## src/rtl/mem_access_stage.sv

```systemverilog
// mem_access_stage: MIPS MEM stage; data-RAM loads/stores over req/ack,
// sub-word load formatting, store byte enables, stall while busy.
// Ports: in_* from EX, ram_* to data RAM, out_* to write-back,
// stall upstream, misaligned_exc/bus_err pulses with out_valid.
module mem_access_stage #(
  parameter int TIMEOUT = 255,
  parameter int RAM_AW  = 30
) (
  input  logic              clk,
  input  logic              rst,
  input  logic              in_valid,
  input  logic              in_mem_read,
  input  logic              in_mem_write,
  input  logic              in_reg_write,
  input  logic              in_mem_to_reg,
  input  logic [1:0]        in_size,
  input  logic              in_unsigned,
  input  logic [31:0]       in_alu_result,
  input  logic [31:0]       in_store_data,
  input  logic [4:0]        in_dest_reg,
  output logic              stall,
  output logic              ram_req,
  output logic              ram_we,
  output logic [RAM_AW-1:0] ram_addr,
  output logic [3:0]        ram_be,
  output logic [31:0]       ram_wdata,
  input  logic              ram_ack,
  input  logic [31:0]       ram_rdata,
  output logic              out_valid,
  output logic              out_reg_write,
  output logic              out_mem_to_reg,
  output logic [31:0]       out_read_data,
  output logic [31:0]       out_alu_result,
  output logic [4:0]        out_dest_reg,
  output logic              misaligned_exc,
  output logic              bus_err
);

  typedef enum logic {S_IDLE, S_WAIT} state_t;

  localparam logic [31:0] TO_LAST = 32'(TIMEOUT - 1);

  state_t      state_q, state_d;
  logic [31:0] cnt_q;

  logic        l_reg_write;
  logic        l_mem_to_reg;
  logic        l_load;
  logic [1:0]  l_size;
  logic        l_unsigned;
  logic [31:0] l_alu;
  logic [4:0]  l_dest;

  logic        is_mem;
  logic        mis;
  logic        take;
  logic        mis_ev;
  logic        start;
  logic        ack_ev;
  logic        to_ev;

  logic [1:0]  in_off;
  logic [1:0]  l_off;
  logic [3:0]  st_be;
  logic [31:0] st_data;
  logic [7:0]  ld_byte;
  logic [15:0] ld_half;
  logic [31:0] ld_data;

  assign stall  = (state_q == S_WAIT);
  assign is_mem = in_mem_read | in_mem_write;
  assign in_off = in_alu_result[1:0];
  assign l_off  = l_alu[1:0];
  assign mis    = ((in_size == 2'b01) & in_off[0])
                | (in_size[1] & (in_off != 2'b00));

  always_comb begin
    state_d = state_q;
    take    = 1'b0;
    mis_ev  = 1'b0;
    start   = 1'b0;
    ack_ev  = 1'b0;
    to_ev   = 1'b0;
    unique case (state_q)
      S_IDLE: begin
        if (in_valid) begin
          if (!is_mem) begin
            take = 1'b1;
          end else if (mis) begin
            mis_ev = 1'b1;
          end else begin
            start   = 1'b1;
            state_d = S_WAIT;
          end
        end
      end
      S_WAIT: begin
        if (ram_ack) begin
          ack_ev  = 1'b1;
          state_d = S_IDLE;
        end else if (TIMEOUT != 0 && cnt_q == TO_LAST) begin
          to_ev   = 1'b1;
          state_d = S_IDLE;
        end
      end
      default: state_d = S_IDLE;
    endcase
  end

  // Stores replicate the datum across every lane it may land in.
  always_comb begin
    st_be   = 4'b1111;
    st_data = in_store_data;
    unique case (1'b1)
      in_size == 2'b00: begin
        st_be   = 4'b0001 << in_off;
        st_data = {4{in_store_data[7:0]}};
      end
      in_size == 2'b01: begin
        st_be   = 4'b0011 << in_off;
        st_data = {2{in_store_data[15:0]}};
      end
      in_size[1]: begin
        st_be   = 4'b1111;
        st_data = in_store_data;
      end
    endcase
  end

  always_comb begin
    ld_byte = ram_rdata[{l_off, 3'b000} +: 8];
    ld_half = ram_rdata[{l_off[1], 4'b0000} +: 16];
    ld_data = ram_rdata;
    unique case (1'b1)
      l_size == 2'b00:
        ld_data = {{24{~l_unsigned & ld_byte[7]}}, ld_byte};
      l_size == 2'b01:
        ld_data = {{16{~l_unsigned & ld_half[15]}}, ld_half};
      l_size[1]:
        ld_data = ram_rdata;
    endcase
  end

  always_ff @(posedge clk) begin
    if (rst) begin
      state_q        <= S_IDLE;
      cnt_q          <= '0;
      l_reg_write    <= 1'b0;
      l_mem_to_reg   <= 1'b0;
      l_load         <= 1'b0;
      l_size         <= '0;
      l_unsigned     <= 1'b0;
      l_alu          <= '0;
      l_dest         <= '0;
      ram_req        <= 1'b0;
      ram_we         <= 1'b0;
      ram_addr       <= '0;
      ram_be         <= '0;
      ram_wdata      <= '0;
      out_valid      <= 1'b0;
      out_reg_write  <= 1'b0;
      out_mem_to_reg <= 1'b0;
      out_read_data  <= '0;
      out_alu_result <= '0;
      out_dest_reg   <= '0;
      misaligned_exc <= 1'b0;
      bus_err        <= 1'b0;
    end else begin
      state_q        <= state_d;
      out_valid      <= take | mis_ev | ack_ev | to_ev;
      misaligned_exc <= mis_ev;
      bus_err        <= to_ev;
      if (state_q == S_WAIT && state_d == S_WAIT) begin
        cnt_q <= cnt_q + 32'd1;
      end else begin
        cnt_q <= '0;
      end
      if (take | mis_ev) begin
        out_reg_write  <= in_reg_write & ~mis_ev;
        out_mem_to_reg <= in_mem_to_reg;
        out_read_data  <= '0;
        out_alu_result <= in_alu_result;
        out_dest_reg   <= in_dest_reg;
      end
      if (start) begin
        l_reg_write  <= in_reg_write;
        l_mem_to_reg <= in_mem_to_reg;
        l_load       <= in_mem_read;
        l_size       <= in_size;
        l_unsigned   <= in_unsigned;
        l_alu        <= in_alu_result;
        l_dest       <= in_dest_reg;
        ram_req      <= 1'b1;
        ram_we       <= ~in_mem_read;
        ram_addr     <= in_alu_result[RAM_AW+1:2];
        ram_be       <= in_mem_read ? 4'b1111 : st_be;
        ram_wdata    <= st_data;
      end
      if (ack_ev | to_ev) begin
        ram_req        <= 1'b0;
        out_reg_write  <= l_reg_write & ack_ev;
        out_mem_to_reg <= l_mem_to_reg;
        out_read_data  <= (ack_ev & l_load) ? ld_data : 32'd0;
        out_alu_result <= l_alu;
        out_dest_reg   <= l_dest;
      end
    end
  end

endmodule
```

## config.mk

```make
export PLATFORM = sky130hd
export DESIGN_NAME = mem_access_stage
export DESIGN_NICKNAME = d
export VERILOG_FILES = /design/src/rtl/mem_access_stage.sv
export SDC_FILE = /design/constraint.sdc
export NUM_CORES = 1
export LEC_CHECK = 0
export CORE_ASPECT_RATIO = 1.75
export CORE_MARGIN = 3
export CORE_UTILIZATION = 41
export DETAILED_ROUTE_END_ITERATION = 6
export PLACE_DENSITY = 0.71
export SYNTH_ARGS = -nofsm -noshare
export SYNTH_HDL_FRONTEND = slang
export SYNTH_SLANG_ARGS = --single-unit
```

## constraint.sdc

```tcl
create_clock -name clk -period 2.75 [get_ports clk]
set_input_delay 0.825 -clock clk [delete_from_list [all_inputs] [get_ports clk]]
set_output_delay 0.825 -clock clk [all_outputs]
set_load 0.005 [all_outputs]
```

# == Word-level counts from Yosys, hierarchy flattened ==
# Cells that the tools add are included.
# op_classes
addsub,1
n_mux,34
shifts,4
bitwise,18
eq_ne,3
reduce_logical,7
# op_table
cell,count
one-hot mux 32 bit (3 select lines),2
two-way mux 32 bit,5
adder 32 x 1 -> 32 bit (second input constant),1
== test 32 x 8 -> 1 bit (second input constant),1
variable part select 32 x 6 -> 16 bit,1
variable part select 32 x 6 -> 8 bit,1
two-way mux 1 bit,22
one-hot mux 4 bit (3 select lines),1
two-way mux 5 bit,2
AND 1 bit,7
bitwise OR 1 bit,6
inverter 1 bit,5
== test 2 x 1 -> 1 bit (second input constant),2
logical NOT 2 bit,2
two-way mux 4 bit,1
nonzero test 2 bit,2
OR reduction 2 bit,2
left shift 1 x 2 -> 4 bit (first input constant),1
left shift 2 x 2 -> 4 bit (first input constant),1
one-hot mux 1 bit (2 select lines),1
logical AND 1 bit,1
# totals
word_cells,89
reg_bits,218

# == Depth between registers and ports, before layout ==
# Gate-level depths: netlist (run 1).
# logic_depth
word_depth,11
depth_mapped,9
mapped_depth_nobuf,7

# == Worst setup path after synthesis (run 1) ==
# OpenSTA, ideal clock, no wires.
# synth_path
path_kind,input-to-reg
from,in ram_rdata[31]
to,reg out_read_data[22]
required_time_ps,2633
t_arrival_ps,2025
cell_stages,6
setup_slack_ps,608
path_cell_list,mux4_2 > a211oi_2 > nor3_4 > nand2_2 > buf_4 > o2bb2ai_1
# synth_between
elab_chain_cells,5
elab_cells_between_ends,7
# synth_rtl
item,line,text
start: declaration,28,"input logic [31:0] ram_rdata,"
variable part select 32 x 6 -> 16 bit / variable part select 32 x 6 -> 8 bit (equally long branches),"132, 131",
"AND 1 bit, on equally long branches","138, 136",
one-hot mux 32 bit (3 select lines) (*),134,unique case (1'b1)
two-way mux 32 bit (*),203,out_read_data <= (ack_ev & l_load) ? ld_data : 32'd0;
two-way mux 32 bit (*),199,if (ack_ev | to_ev) begin
end signal: assignment,203,
end: declaration,32,"output logic [31:0] out_read_data,"
# Mark *: on every way between the ends. The rest lies on a longest branch, timed or not.
# A chain may end at the register's enable or synchronous reset.

# == Worst setup path in the final report (run 1) ==
# layout_path
from,"reg state_q, in the netlist stall"
to,out stall
# layout_rtl
item,line,text
start: declaration,43,"state_t state_q, state_d;"
start signal: assignment,169,state_q <= state_d;
end: declaration,21,"output logic stall,"
# No word-level cell between the ends.

==> results.yml, run 1 <==
synthesis:
  synthCells: 997
  synth.distinct_cells: 53
  syn_area_per_cell_sq_um: 8.59
  synthAdderAreaFrac_pct: 0.292
  synth_ff_type: "dfxtp_1"
  synth_compound_area_share_pct: 19.1
  async_flop_share_pct: 0
  synth_edf_count: 0
  yosys_register_bits: 188
  post-synth-top-area-fraction_pct: 44.0
  ys_seq_area_share_pct: 44.0
  yosysTopAreaCell: "dfxtp_1"
  synth_nets: 1111
  synth_area_sq_um: 8560
  synthMuxAreaShare_pct: 4.09
  synth_top_family_by_area: "simple AND/OR/NAND/NOR gates"
  synth_xor_area_share_pct: 3.07
  synthTopCellsByArea: "dfxtp_1 (44%), nand2_1 (9.8%), a311oi_2 (6.7%)"
  synth-simple-area-share_pct: 22.7
  ys_warn_count: 0
status:
  run_status: "finished, final reports clean"
finish:
  fillers: 1836
  final_nets: 1316
  drive_gt1_share_pct: 10.4
  layout-area-overhead-vs-synth_pct: 38.1
  final_util_pct: 57.8
die:
  pin_count: 255
  core_area_sq_um: 20500
  dieArea_sq_um: 22700
  fp-row-count: 69
  initial_utilization_pct: 41.9
  die_x_microns: 115
  die_h_microns: 197
cts:
  hold_buffers: 0
  clkSinkCount: 188
  htree_num_levels: 4
  post_cts_resized: 0
  insertion_delay_ns: 0.44
  cts_tree: "built"
  clk_pin_slew_worst_paths_ns: 0.07
  root_buffer: "clkbuf_16"
  cts_buffer_depth: 2
  cts_made_buffers: 17
  cts_setup_buffers: 0
critical_path:
  slowest_delay_ns: 0.62
  crit_required_ns: 1.93
  start_kind: "flop"
  endpoint_kind: "primary output"
  crit_family: "buffers and inverters"
  path_class: "reg2out"
  crit_path_max_fanout: 8
  path_cells: "clkdlybuf4s50_1"
  path_buf_inv: 1
  arrival_ns: 1.56
  critical_path.slowest_cell: "clkdlybuf4s50_1"
global_routing:
  first_global_vias: 7602
  grt_pass1_wl_microns: 38800
  antenna_found_initial: 3
  gr-total-overflow: 0
  grt_max_degree: 76
  grt_usage_pct: 21.4
route:
  via_count: 7812
  drtIter0Drc: 407
  ant_nets: 0
  drc: 0
  wl_per_cell_microns: 16.9
  routed_wl_microns: 24800
  drt_first_pass_iters: 5
  vias_per_cell: 5.33
timing:
  tns_ns: 0
  tightest_slew_ns: 0.610
  rsz0062_at_grt: "false"
  fmax_mhz: 420
  slew_headroom_pct: 59.0
  fin_crit_sh_pct: 86.6
  min_period_ns: 2.38
  final_max_slew_viol_count: 0
  fin_skew_ns: 0.00735
  hold_viol: 0
  setup_viol: 0
place:
  gp_congestion: 0.853
  place_hpwl_microns: 18000
  numPortBuffers: 254
hold_path:
  hold_path_class: "reg2reg"
power_and_ir_drop:
  p_per_area_nw_per_um2: 541
  ir_drop_mv: 0.486
  leakagePower_nw: 4.14
flow_run:
  cap_viol_max_count: 0
## per-stage QoR
step	power, mW	cell area, sq um	hold slack, ns	cells	worst slack, ns
final	6.40	11800	0.458	1467	0.370
after global routing	6.65	11800	0.473	1466	0.295
after CTS	6.48	11800	0.459	1463	0.324
after detailed placement	3.93	11200	0.446	1431	0.123
after global placement	3.91	11200	0.441	1431	0.159
after floorplan	3.41	8560	0.437	997	0.608
## cell type report
cell class	count	area, sq um	area share, %
Multi-Input combinational cell	702	4240	35.9
Sequential cell	188	3760	31.8
Timing Repair Buffer	287	2880	24.3
Clock buffer	17	425	3.60
Tap cell	248	310	2.62
Clock inverter	15	176	1.49
Inverter	6	22.5	0.190
Antenna cell	4	10.0	0.0846
## kinds of logic (layout without fill, tap and decap cells)
group | Yosys count | after routing
simple gates | 440 | 440
compound gates | 205 | 205
flops | 188 | 188
buf+inv | 107 | 325
xor+xnor | 30 | 30
mux | 25 | 25
fa+ha+maj | 2 | 2
other cells | 0 | 4
## cells in the mapped netlist, drive strengths merged (5+ instances only)
| library cell | count |
|---|---|
| a211oi | 9 |
| a21oi | 88 |
| a22o | 9 |
| a311oi | 47 |
| and2 | 6 |
| buf | 59 |
| clkbuf | 42 |
| dfxtp | 188 |
| inv | 5 |
| mux2i | 17 |
| mux4 | 8 |
| nand2 | 225 |
| nand3 | 19 |
| nand4 | 17 |
| nor2 | 111 |
| nor2b | 29 |
| nor3 | 8 |
| nor4 | 7 |
| o211ai | 8 |
| o21ai | 12 |
| o22ai | 9 |
| o2bb2ai | 16 |
| xnor2 | 8 |
| xor2 | 22 |
## worst reg2reg max path: stages (launching register included)
cell	delay, ns
dfxtp_1	0.45
inv_1	0.07
ha_1	0.20
nor4b_1	0.15
and3b_1	0.21
a41oi_4	0.30
buf_12	0.30
nor2_1	0.14
a311oi_2	0.26
## power breakdown
group          internal, mW  switching [mW]  leakage (nW)  total [mW]
Combinational         0.518           0.438          2.32       0.955
Clock                  1.38            1.16         0.295        2.54
Sequential             2.83          0.0690          1.53        2.90
## routing by layer
metal | GRT usage [%] | part of all wire, %
met1 | 23.3 | 38
met2 | 37.8 | 53
met3 | 5.64 | 5.5
met4 | 10.7 | 3.6
met5 | 0 | 0
## layout by cell type, fill, tap and decap left out, types with 3 or more instances in the layout
cell / n
clkdlybuf4s50_1: 253
nand2_1: 223
dfxtp_1: 188
nor2_1: 110
a21oi_1: 88
a311oi_2: 38
nor2b_1: 29
buf_4: 27
xor2_1: 22
nand3_1: 19
mux2i_1: 17
clkbuf_16: 17
o2bb2ai_1: 16
nand4_1: 16
o21ai_0: 11
a311oi_1: 9
o22ai_1: 9
a22o_1: 9
o211ai_1: 8
a211oi_1: 8
mux4_2: 8
xnor2_1: 8
buf_12: 7
nor3_1: 6
and2_1: 6
nor4_1: 6
inv_6: 6
inv_1: 5
diode_2: 4
nand2b_1: 4
inv_8: 3
## path summary, 6_finish.rpt
check | startpoint | endpoint | slack (ns) | cells after the start
setup / recovery | stall | stall | 0.37 | 1
hold / removal | l_dest[3] | l_dest[3] | 0.46 | 2
setup reg to reg | cnt_q[0] | out_dest_reg[1] | 0.58 | 8
hold reg to reg | l_dest[3] | l_dest[3] | 0.46 | 2
(Power assumes the default switching activity.)
==> run 2, diff against run 1 <==
Settings changed: MAX_ROUTING_LAYER set to met4.
==> run 2 against run 1 <==
  * Critical path depth did not move
  * Critical path type unchanged
  * Via count rose by 0.44%
  * Flip-flop and latch count did not move
  * Register-to-register slack barely moved
  * Design area did not move
  * Worst setup slack barely moved
  * Global-route usage rose by 0.62 points
  * Non-clock buffer count did not move
  * Sequential share of layout area did not move
==> results.yml, run 2 (synthesis results as in run 1) <==
status:
  run_status: "finished, final reports clean"
place:
  post_dp_cell_area_sq_um: 11200
  numPortBuffers: 254
  place_hpwl_microns: 18000
  place_ws_ns: 0.123
  dpl.cell_count: 1431
  gp_congestion: 0.867
route:
  drt_first_pass_iters: 5
  drtIter0Drc: 392
  vias_per_cell: 5.35
  drc: 0
  wl_per_cell_microns: 16.9
  via_count: 7846
  routed_wl_microns: 24800
  ant_nets: 0
timing:
  fmax_mhz: 420
  tns_ns: 0
  fin_crit_sh_pct: 86.6
  setup_viol: 0
  final_max_slew_viol_count: 0
  tightest_slew_ns: 0.610
  worst_slack_ns: 0.370
  hold_viol: 0
  fin_skew_ns: 0.00774
  min_period_ns: 2.38
  hold_slack_ns: 0.458
  slew_headroom_pct: 59.0
  rsz0062_at_grt: "false"
die:
  dieArea_sq_um: 22700
  pin_count: 255
  initial_utilization_pct: 41.9
  core_area_sq_um: 20500
  fp-row-count: 69
  die_h_microns: 197
  die_x_microns: 115
hold_path:
  hold_path_class: "reg2reg"
critical_path:
  crit_family: "buffers and inverters"
  crit_required_ns: 1.93
  slowest_delay_ns: 0.62
  path_buf_inv: 1
  path_class: "reg2out"
  endpoint_kind: "primary output"
  path_cells: "clkdlybuf4s50_1"
  arrival_ns: 1.56
  crit_path_max_fanout: 8
  critical_path.slowest_cell: "clkdlybuf4s50_1"
  start_kind: "flop"
power_and_ir_drop:
  leakagePower_nw: 4.14
  ir_drop_mv: 0.485
  p_per_area_nw_per_um2: 542
  p_total_mw: 6.41
flow_run:
  cap_viol_max_count: 0
finish:
  final_util_pct: 57.8
  stdcell_area_sq_um: 11800
  layout_common_cells: "clkdlybuf4s50_1 (253), nand2_1 (223), dfxtp_1 (188), nor2_1 (110), a21oi_1 (88)"
  layout_commonest_cell: "clkdlybuf4s50_1"
  fillers: 1836
  drive_gt1_share_pct: 10.4
  multi_input_area_sq_um: 4240
  seqCellArea_sq_um: 3760
  final_nets: 1316
  instances_no_fill: 1467
  layout-area-overhead-vs-synth_pct: 38.1
cts:
  clkSinkCount: 188
  clk_pin_slew_worst_paths_ns: 0.07
  cts_tree: "built"
  cts_setup_buffers: 0
  htree_num_levels: 4
  post_cts_resized: 0
  cts_made_buffers: 17
  hold_buffers: 0
  root_buffer: "clkbuf_16"
  insertion_delay_ns: 0.44
  cts_buffer_depth: 2
global_routing:
  grt_pass1_wl_microns: 38800
  gr-total-overflow: 0
  first_global_vias: 7613
  grt_usage_pct: 22.1
  antenna_found_initial: 3
  grt_max_degree: 76
==> run 2: layer usage <==
| layer | share of wire, % | global-route usage (%) | up-vias |
|---|---|---|---|
| met3 | 5.1 | 4.72 | 45 |
| li1 | - | - | 3834 |
| met5 | 0 | - | - |
| met4 | 3.7 | 10.7 | 0 |
| met2 | 53 | 37.7 | 240 |
| met1 | 38 | 23.9 | 3727 |
==> run 2: final cells by class <==
| class | count | area share [%] |
|---|---|---|
| diodes | 4 | 0.0846 |
| clock buffers | 17 | 3.60 |
| clock inverters | 15 | 1.49 |
| inverters | 6 | 0.190 |
| multi-input cells | 702 | 35.9 |
| flip-flops and latches | 188 | 31.8 |
| well taps | 248 | 2.62 |
| repair buffers | 287 | 24.3 |
==> run 2: path summary, 6_finish.rpt <==
kind | start | to | slack (ns) | depth (start not counted)
max | stall | stall | 0.37 | 1
min | l_dest[4] | l_dest[4] | 0.46 | 2
max reg2reg | cnt_q[0] | out_dest_reg[1] | 0.58 | 8
min reg2reg | l_dest[4] | l_dest[4] | 0.46 | 2
==> run 2: power by group <==
group	total, mW	internal, mW	switching [mW]
clock	2.55	1.38	1.17
sequential	2.90	2.83	0.0693
combinational	0.957	0.518	0.439
total	6.41	4.73	1.68
==> run 3, diff against run 2 <==
Settings changed: CORE_ASPECT_RATIO 1.75 to 1.2.
==> run 3 against run 2 <==
  * Sequential power barely moved
  * Worst setup slack got worse by 0.13 ns
  * Largest cell class unchanged
  * First-iteration DRC count rose by 25%
  * Via count fell by 0.84%
  * Cell count rose by 1.2%
  * Hold slack got worse by 0.0042 ns
  * Sequential share of layout area fell by 0.17 points
  * Clock-buffer cell count rose by 2
==> results.yml, run 3 (synthesis results as in run 1) <==
finish:
  layout_commonest_cell: "clkdlybuf4s50_1"
  layout_common_cells: "clkdlybuf4s50_1 (253), nand2_1 (223), dfxtp_1 (188), nor2_1 (110), a21oi_1 (88)"
  drive_gt1_share_pct: 10.6
  stdcell_area_sq_um: 11900
  n_antenna_cell: 0
  final_nets: 1320
  layout-area-overhead-vs-synth_pct: 38.8
critical_path:
  start_kind: "flop"
  endpoint_kind: "flop"
  arrival_ns: 2.88
  setup.worst_path.start: "cnt_q[0]"
  crit_path_max_fanout: 25
  ff2ff_setup_slack_ns: 0.24
  ff2ff_path_depth: 7
  reg2reg_from: "cnt_q[0]"
  crit_end: "out_read_data[12]"
  r2r-end: "out_read_data[12]"
  path_class: "reg2reg"
  crit_required_ns: 3.13
power_and_ir_drop:
  p_total_mw: 6.29
  leakagePower_nw: 4.15
  p_per_area_nw_per_um2: 529
  ir_drop_mv: 0.440
place:
  gp_congestion: 0.880
  place_hpwl_microns: 17800
  place_ws_ns: -0.0914
  post_dp_cell_area_sq_um: 11300
  numPortBuffers: 254
cts:
  cts_made_buffers: 17
  cts_setup_buffers: 0
  cts_tree: "built"
  hold_buffers: 0
  post_cts_resized: 0
  cts_buffer_depth: 2
  clk_pin_slew_worst_paths_ns: 0.07
  clkSinkCount: 188
  root_buffer: "clkbuf_16"
  insertion_delay_ns: 0.43
  htree_num_levels: 4
timing:
  worst_slack_ns: 0.242
  fin_skew_ns: 0.00937
  slew_headroom_pct: 35.1
  fin_crit_sh_pct: 91.2
  tightest_slew_ns: 0.970
  final_max_slew_viol_count: 0
  fmax_mhz: 399
  hold_viol: 0
  setup_viol: 0
  min_period_ns: 2.51
  rsz0062_at_grt: "false"
die:
  fp-row-count: 57
  die_h_microns: 164
  core_area_sq_um: 20400
  pin_count: 255
  dieArea_sq_um: 22700
  initial_utilization_pct: 42.0
  die_x_microns: 138
global_routing:
  gr-total-overflow: 0
  grt_usage_pct: 22.2
  grt_pass1_wl_microns: 38600
  first_global_vias: 7326
  grt_max_degree: 90
  antenna_found_initial: 0
flow_run:
  cap_viol_max_count: 0
route:
  drtIter0Drc: 490
  via_count: 7780
  drt_first_pass_iters: 5
  ant_nets: 0
  wl_per_cell_microns: 16.7
  drc: 0
  vias_per_cell: 5.24
  routed_wl_microns: 24800
status:
  run_status: "finished, final reports clean"
hold_path:
  hold_path_class: "reg2reg"
==> run 3: cell types whose count changed in the layout (fill, tap and decap cells not counted), moves of 2 or more <==
cell        before  now
buf_12           7   11
clkinvlp_4       1    6
inv_6            6    2
clkinv_4         2    0
diode_2          4    0
==> run 3: final cells by class <==
| cell class | instances | area, sq um |
|---|---|---|
| clock buffers | 19 | 443 |
| clock inverters | 13 | 131 |
| fillers | 1845 | 8510 |
| inverters | 6 | 22.5 |
| multi-input cells | 702 | 4240 |
| flip-flops and latches | 188 | 3760 |
| well taps | 265 | 332 |
| repair buffers | 291 | 2960 |
==> run 3: metrics by stage <==
step | util (%) | TNS [ns] | cells | hold slack, ns
6_report | 58.3 | 0 | 1484 | 0.453
5_1_grt | 58.3 | 0 | 1484 | 0.469
4_1_cts | 58.3 | 0 | 1484 | 0.455
3_5_place_dp | 55.5 | -1.25 | 1452 | 0.446
3_3_place_gp | 55.5 | -0.452 | 1452 | 0.440
2_1_floorplan | - | 0 | 997 | 0.437
==> run 3: how the worst min path moves through the flow <==
| stage | from | to | slack [ns] | depth (start not counted) |
|---|---|---|---|---|
| after floorplan | l_reg_write | l_reg_write | 0.44 | 2 |
| after global placement | ram_wdata[0] | ram_wdata[0] | 0.44 | 2 |
| after detailed placement | out_read_data[17] | out_read_data[17] | 0.45 | 1 |
| after CTS | ram_be[0] | ram_be[0] | 0.45 | 2 |
| after global routing | ram_be[0] | ram_be[0] | 0.47 | 2 |
| final | ram_be[0] | ram_be[0] | 0.45 | 2 |
==> run 3: report_power, final <==
part / internal [mW] / switching [mW] / leakage (nW)
combinational: 0.528 / 0.442 / 2.36
sequential: 2.84 / 0.0675 / 1.53
clock: 1.29 / 1.13 / 0.264
total: 4.66 / 1.64 / 4.15
==> run 3: critical path, cell delays in order, from the launching register on <==
cell,delay [ns]
dfxtp_1,0.46
inv_1,0.07
ha_1,0.19
nor4b_1,0.16
and3b_1,0.22
a41o_1,0.29
nor3_4,0.79
a22o_1,0.26
==> run 3: metal layers <==
layer	GRT usage [%]	wire length (microns)	up-vias
li1	-	-	3837
met1	26.2	10200	3681
met2	37.4	12700	219
met3	4.90	1250	43
met4	7.64	576	0
met5	-	0	-
